## config.mk

```make
export PLATFORM = sky130hd
export DESIGN_NAME = instruction_fetch_unit
export DESIGN_NICKNAME = d
export VERILOG_FILES = /design/src/rtl/instruction_fetch_unit_pkg.sv /design/src/rtl/instruction_fetch_unit_if_id_reg.sv /design/src/rtl/instruction_fetch_unit.sv
export SDC_FILE = /design/constraint.sdc
export NUM_CORES = 1
export LEC_CHECK = 0
export ABC_AREA = 1
export BUFFER_PORTS_ARGS = -buffer_cell sky130_fd_sc_hd__buf_2
export CAP_MARGIN = 10
export CORE_MARGIN = 10
export CORE_UTILIZATION = 51
export CTS_BUF_LIST = sky130_fd_sc_hd__clkbuf_4 sky130_fd_sc_hd__clkbuf_8 sky130_fd_sc_hd__clkbuf_16
export DETAILED_ROUTE_END_ITERATION = 12
export PLACE_DENSITY = 0.8
export SLEW_MARGIN = 0
export SYNTH_ARGS = -nofsm -noshare
export SYNTH_HDL_FRONTEND = slang
export SYNTH_SLANG_ARGS = --single-unit
```

## constraint.sdc

```tcl
create_clock -name clk -period 2.9 [get_ports clk]
set_clock_uncertainty 0.05 [all_clocks]
set_input_delay 0.29 -clock clk [delete_from_list [all_inputs] [get_ports clk]]
set_output_delay 0.29 -clock clk [all_outputs]
set_load 0.05 [all_outputs]
```

## src/rtl/instruction_fetch_unit_pkg.sv

```systemverilog
// Shared types and helpers for the instruction fetch unit.
package instruction_fetch_unit_pkg;

    localparam int ADDR_W  = 32;
    localparam int INSTR_W = 32;

    localparam logic [INSTR_W-1:0] NOP_WORD = 32'h0000_0000;

    // Fetch sequencer: one boot cycle, normal running, sticky trap.
    typedef enum logic [1:0] {
        BOOT  = 2'd0,
        RUN   = 2'd1,
        FAULT = 2'd2
    } fetch_state_t;

    // A fetch is legal when it is word aligned and the whole word lies inside memory.
    function automatic logic is_legal_fetch(
        input logic [ADDR_W-1:0] addr,
        input logic [ADDR_W-1:0] size
    );
        return (addr[1:0] == 2'b00) && (addr <= size - ADDR_W'(4));
    endfunction

endpackage

```

## src/rtl/instruction_fetch_unit_if_id_reg.sv

```systemverilog
// IF/ID pipeline holding register with load, hold and clear controls.
// clear takes priority over load; with neither asserted the contents hold.
// clear squashes the instruction and its valid bit but keeps the last pc4.
module if_id_reg #(
    parameter int ADDR_W = 32
) (
    input  logic              clk,
    input  logic              rst_n,
    input  logic              load,
    input  logic              clear,
    input  logic [31:0]       instr_in,
    input  logic [ADDR_W-1:0] pc4_in,
    output logic [31:0]       instr,
    output logic [ADDR_W-1:0] pc4,
    output logic              valid
);
    import instruction_fetch_unit_pkg::*;

    // Capture, squash or hold the fetched word and its return address.
    always_ff @(posedge clk) begin
        if (!rst_n) begin
            instr <= NOP_WORD;
            pc4   <= '0;
            valid <= 1'b0;
        end else if (clear) begin
            instr <= NOP_WORD;
            valid <= 1'b0;
        end else if (load) begin
            instr <= instr_in;
            pc4   <= pc4_in;
            valid <= 1'b1;
        end
    end

endmodule

```

## src/rtl/instruction_fetch_unit.sv

```systemverilog
// IF stage: owns the PC, drives the instruction memory address, fills the
// IF/ID register, honours stalls and redirects, and traps illegal fetches.
module instruction_fetch_unit #(
    parameter int                ADDR_W     = 32,
    parameter logic [ADDR_W-1:0] RESET_PC   = 100,
    parameter int                IMEM_BYTES = 16384
) (
    input  logic              clk,
    input  logic              rst_n,
    input  logic              stall,
    input  logic              redirect,
    input  logic [ADDR_W-1:0] redirect_pc,
    output logic [ADDR_W-1:0] imem_addr,
    input  logic [31:0]       imem_instr,
    output logic [31:0]       if_id_instr,
    output logic [ADDR_W-1:0] if_id_pc4,
    output logic              if_id_valid,
    output logic              fault,
    output logic [ADDR_W-1:0] fault_pc
);
    import instruction_fetch_unit_pkg::*;

    localparam logic [ADDR_W-1:0] MEM_SIZE = ADDR_W'(IMEM_BYTES);

    fetch_state_t      state, state_next;
    logic [ADDR_W-1:0] pc, pc_next;
    logic [ADDR_W-1:0] pc_plus4;
    logic              fault_next;
    logic [ADDR_W-1:0] fault_pc_next;
    logic              id_load;
    logic              id_clear;

    // The fetch address comes straight from the PC register, so redirect and
    // stall never reach imem_addr combinationally.
    assign imem_addr = pc;
    assign pc_plus4  = pc + ADDR_W'(4);

    // Next-state, next-PC, fault and IF/ID control decode.
    always_comb begin
        // NOTE: every output gets a default before the case so no path can leave it unassigned and infer a latch.
        state_next    = state;
        pc_next       = pc;
        fault_next    = fault;
        fault_pc_next = fault_pc;
        id_load       = 1'b0;
        id_clear      = 1'b0;

        unique case (state)
            BOOT: begin
                state_next = RUN;
            end

            RUN: begin
                if (redirect) begin
                    // Redirect outranks stall and squashes the wrong-path fetch.
                    id_clear = 1'b1;
                    if (is_legal_fetch(redirect_pc, MEM_SIZE)) begin
                        pc_next = redirect_pc;
                    end else begin
                        fault_next    = 1'b1;
                        fault_pc_next = redirect_pc;
                        state_next    = FAULT;
                    end
                end else if (!stall) begin
                    id_load = 1'b1;
                    if (is_legal_fetch(pc_plus4, MEM_SIZE)) begin
                        pc_next = pc_plus4;
                    end else begin
                        // Top of memory: the last word is still delivered, then trap.
                        fault_next    = 1'b1;
                        fault_pc_next = pc_plus4;
                        state_next    = FAULT;
                    end
                end
            end

            FAULT: begin
                // Frozen until reset; keep IF/ID empty.
                id_clear = 1'b1;
            end

            default: begin
                state_next = FAULT;
                id_clear   = 1'b1;
            end
        endcase
    end

    // State, PC and fault registers with synchronous active-low reset.
    always_ff @(posedge clk) begin
        // NOTE: registers use non-blocking assignments so every flop samples pre-edge values.
        if (!rst_n) begin
            state    <= BOOT;
            pc       <= RESET_PC;
            fault    <= 1'b0;
            fault_pc <= '0;
        end else begin
            state    <= state_next;
            pc       <= pc_next;
            fault    <= fault_next;
            fault_pc <= fault_pc_next;
        end
    end

    if_id_reg #(
        .ADDR_W (ADDR_W)
    ) u_if_id_reg (
        .clk      (clk),
        .rst_n    (rst_n),
        .load     (id_load),
        .clear    (id_clear),
        .instr_in (imem_instr),
        .pc4_in   (pc_plus4),
        .instr    (if_id_instr),
        .pc4      (if_id_pc4),
        .valid    (if_id_valid)
    );

endmodule

```

## After elaboration in Yosys (flattened, before gate mapping)

Cells that the tools add are included.

- Register bits: 132
- Input port bits: 68
- Logic and storage cells: 55

- Add/subtract/negate cells: 1
- $lt $le $gt $ge: 2
- Equality and inequality tests: 9
- Muxes and demuxes: 22
- Bitwise logic cells: 3
- Reductions and logical operators: 11

Operators by type and width:

| cell | number |
|---|---|
| 2-to-1 mux 32 bit | 8 |
| <= comparator 32 x 14 -> 1 bit, second input constant | 2 |
| adder 32 x 3 -> 32 bit, second input constant | 1 |
| AND reduction 4 bit | 3 |
| inequality test 3 bit, second input constant | 3 |
| 2-to-1 mux 1 bit | 8 |
| 2-to-1 mux 2 bit | 4 |
| logical NOT 2 bit | 3 |
| case mux 2 bit (3 select lines) | 1 |
| inequality test 2 x 1 -> 1 bit, second input constant | 2 |
| inequality test 2 bit, second input constant | 2 |
| inverter 1 bit | 3 |
| equality test 2 x 1 -> 1 bit, second input constant | 1 |
| equality test 2 bit, second input constant | 1 |
| logical AND 1 bit | 2 |
| case mux 1 bit (2 select lines) | 1 |
| AND reduction 2 bit | 1 |
| nonzero test 2 bit | 1 |
| OR reduction 2 bit | 1 |

## Depth between registers and ports, before layout

- Depth after elaboration: 7
- Depth in mapped cells: 17
- Mapped depth without buffers: 16

## Hierarchy

From an unflattened synthesis, not the netlist that was laid out.

- Cell total of the unflattened synthesis: 1031
- Area, all modules: 6732.7 µm²

Modules (own cells, without submodules):

| module | instances | cells an instance | area each (µm²) |
|---|---|---|---|
| instruction_fetch_unit | 1 | 681 | 4200.3 |
| if_id_reg | 1 | 350 | 2532.4 |

## Worst setup path before layout

No wires, ideal clock.

- Path type: register to register
- Start point: register pc[2] (netlist: imem_addr[2])
- End point: register pc[20] (netlist: imem_addr[20])
- Library setup time: 0.128 ns
- Data arrival time: 2.511 ns
- Data required time: 2.722 ns
- Setup slack: 0.211 ns
- Stages on the path, launching flop included: 16
- Period minus slack after synthesis: 2.689 ns
- Path through: dfxtp_1 ha_1 nand2_1 nor2_2 nand3_2 nor2_2 nand3_1 nand2_1 nand3_1 nor2_2 nand3_4 nand2_2 nand2_2 buf_4 nand2_1 nor2_1

- Longest elaborated chain between the ends: 5
- Elaborated cells on any way between the ends: 8

RTL lines:

| what | RTL line | text |
|---|---|---|
| from (decl) | instruction_fetch_unit.sv:26 | `logic [ADDR_W-1:0] pc, pc_next;` |
| from (signal assigned) | instruction_fetch_unit.sv:99 | `pc <= pc_next;` |
| adder 32 x 3 -> 32 bit (*) | instruction_fetch_unit.sv:36 | `assign pc_plus4 = pc + ADDR_W'(4);` |
| <= comparator 32 x 14 -> 1 bit | instruction_fetch_unit_pkg.sv:21 | `return (addr[1:0] == 2'b00) && (addr <= size - ADDR_W'(4));` |
| logical AND 1 bit | instruction_fetch_unit_pkg.sv:21 |  |
| nonzero test 2 bit (no source line) | - |  |
| AND reduction 4 bit (no source line) | - |  |

Every way passes the cells marked *; elsewhere a longest branch is shown, timed or not. The select of a mux whose other input is x is not followed.
A chain may end at the register's enable or synchronous reset.

## Final worst setup path

- Start point: register pc[3] (netlist: imem_addr[3])
- End point: register pc[4] (netlist: imem_addr[4])

Same word-level chain as after synthesis.

==> results by group <==
Run status
  – Status: completed

Synth
  – Top cells by area, synth: dfxtp_1 (42%), nand2_1 (13%), nor2_1 (11%)
  – Seq/Total Area, Yosys: 0.418
  – Post-synth ARST share: 0
  – Post-synth EDFFs: 0
  – Cell Area, Synth: 6330 µm²
  – Netlist cell types: 33
  – Post-synth top cells: nand2_1 (217), nor2_1 (190), dfxtp_1 (132)
  – Share of the synthesized area in the top cell type: 0.418
  – Syn nets: 1019
  – Synth area leader: dfxtp_1
  – FF+latch count, synth: 132
  – Ys Warns: 0
  – Syn Inst Count: 949
  – Mean Syn Cell Area: 6.67 µm²
  – Most numerous cell in the Yosys netlist: nand2_1
  – Synth Flop Type: dfxtp_1

Worst hold path
  – Start point of the worst hold path: imem_instr[26]
  – Min-delay worst type: in -> reg

Pwr
  – PwrDens: 627 nW/µm²
  – LEAKAGE: roughly 4.2 nW
  – Maximum vdd drop: about 420 µV

STA
  – Final min period: roughly 2.6 ns
  – Maximum clock rate: 380 MHz
  – Slew headroom: 0.500
  – Fin Hold WS: 0.0260 ns
  – Worst-Margin Slew: 0.749 ns
  – RSZ-0062 raised after global routing: false
  – Finish-stage setup viols: 0
  – Period utilization: 0.908
  – Final Max Slew Viols: 0
  – Final Hold Viols: 0
  – Worst Setup Slack, final: 0.266 ns
  – Setup TNS: 0 ns

Finish
  – Util after Layout: 0.667
  – Area grow syn2layout: 27.2%
  – Final #Nets: 1198
  – Layout cell share with drive strength beyond 1: 0.233
  – N_diodes: 0

GRT
  – Gr usage total: 0.232
  – Antenna violations before repair: 0
  – First-pass GRT wire length: between 30000 and 40000 µm
  – Largest net degree at the start of global routing: 79
  – Grt total ovfl: 0
  – Vias in the first global route: 6257

Clocking
  – Worst skew pair latency: roughly 0.43 ns
  – CTS tree: built
  – Htree depth: 4
  – Cts hold-fix bufs: 0
  – CTS Root Cell: clkbuf_16
  – Total CTS buffers: 17
  – # clock sinks: about 130
  – Clk slew on worst S/H paths: 0.06 ns
  – Number of gates resized after CTS: 0
  – Post-CTS setup buffer count: 0
  – Longest Clk Path Bufs: 2

Detailed routing
  – Vias/cell: 5.05
  – Initial DRC count: 582
  – Routed Antenna Nets: 0
  – Highest metal used: met4
  – Drt wl/cell: roughly 16 µm
  – Router iterations before antenna repair: 7
  – DR DRC count: 0
  – Overall via count from detail_route: 6602
  – WL final: 20600 µm
  – Wire length on met1: between 8000 and 9000 µm
  – Wire length on met2: about 9400 µm
  – Routed wl met3: 2000 µm

Setup path
  – Setup crit start: imem_addr[3]$_SDFFE_PN0P_
  – Critical Path RT: 3.17 ns
  – CP endpoint kind: register
  – WS Path Type: reg -> reg
  – Max FO, Critical Path: 21
  – Slowest Stage Delay on Critical Path: 0.42 ns
  – Arrival @ worst endpoint: ~2.9 ns
  – CP Launch Type: register
  – Worst path cell trace: ha_2 -> nand3_1 -> nor2_1 -> nand4_1 -> nand2_1 -> nand3_1 -> nor2_1 -> nand2_1 -> nor2_2 -> nand3_4 -> nand2_2 -> buf_4 -> nand3_1 -> nand2_1 -> nor2_1
  – Worst r2r src: imem_addr[3]$_SDFFE_PN0P_
  – Worst path slowest cell: dfxtp_1

Flow run
  – Max Cap Viol: 0

Die
  – Die ar.: about 17000 µm²
  – Ports: 198
  – Core Rows: 40
  – Die X: 131 µm
  – Die Ht: approximately 130 µm
  – CORE AREA: 12100 µm²
  – Initial Utilization: 0.525

Placed design
  – I/O Buffers: 197
  – Setup WS pre-CTS: ~0.19 ns
  – HPWL after detailed placement: 15100 µm
  – GPL Wtd Cong: around 0.93
==> worst max-delay path, delay by kind of cell, from the launching register on <==
family / cells / cell delay (ns)
simple gates: 13 / 1.55
buf+inv: 1 / 0.25
fa+ha+maj: 1 / 0.24
flops: 1 / 0.42
==> cells in the final DEF, fill, tap and decap left out, drive strengths merged, types with 8 or more instances in the layout <==
cell type,n
dfxtp,132
xor2,8
inv,118
a21oi,26
o21ai,70
o211ai,9
nand2,220
mux2i,11
nand3b,9
clkbuf,18
buf,212
nor2,198
nand4,40
nand3,35
==> cells by family after synthesis <==
family,Yosys count,share of synthesized area
fa+ha+maj,2,0.00395
buf+inv,169,0.106
flops,132,0.418
mux,11,0.0174
compound gates,106,0.0878
simple gates,516,0.350
xor+xnor,13,0.0180
==> layer usage <==
layer	global-route usage	vias up
met2	0.367	313
met3	0.0751	38
met1	0.288	2918
li1	-	3333
met4	0.0902	0
met5	0	-
==> stage by stage <==
stage | instances | total power [mW] | cell area [µm²]
CTS | 1307 | 5.07 | 8040
floorplan | 949 | 2.64 | 6330
global route | 1307 | 5.22 | 8050
detailed placement | 1277 | 2.89 | 7440
global placement | 1277 | 2.88 | 7440
finish | 1307 | 5.04 | 8050
==> worst paths after layout <==
kind | end | slack (ns) | depth (start not counted)
worst max register to register | imem_addr[4]$_SDFFE_PN0P_ | 0.27 | 15
worst min-delay path | u_if_id_reg.instr[26]$_SDFFE_PP0P_ | 0.03 | 3
worst min register to register | fault$_SDFFE_PN0P_ | 0.40 | 2
worst max-delay path | imem_addr[4]$_SDFFE_PN0P_ | 0.27 | 15
==> final cells by class <==
| cell class | instances | area (µm²) |
|---|---|---|
| multi-input combinational | 648 | 3040 |
| fill | 1094 | 4010 |
| clock inverter | 12 | 155 |
| sequential | 132 | 2640 |
| tap | 168 | 210 |
| timing repair buffer | 212 | 1120 |
| clock buffer | 18 | 439 |
| inverter | 117 | 439 |
==> sequential cells by signal, summed over array words and instances, names as in the netlist <==
signal	cells
fault_pc	32
imem_addr	32
u_if_id_reg.instr	32
u_if_id_reg.pc4	32
state	2
fault	1
u_if_id_reg.valid	1
==> power by group <==
part | internal, mW | switching (mW)
clock network | 1.36 | 0.819
registers | 1.91 | 0.0592
logic | 0.236 | 0.656
Power figures use the tool's default switching activity.
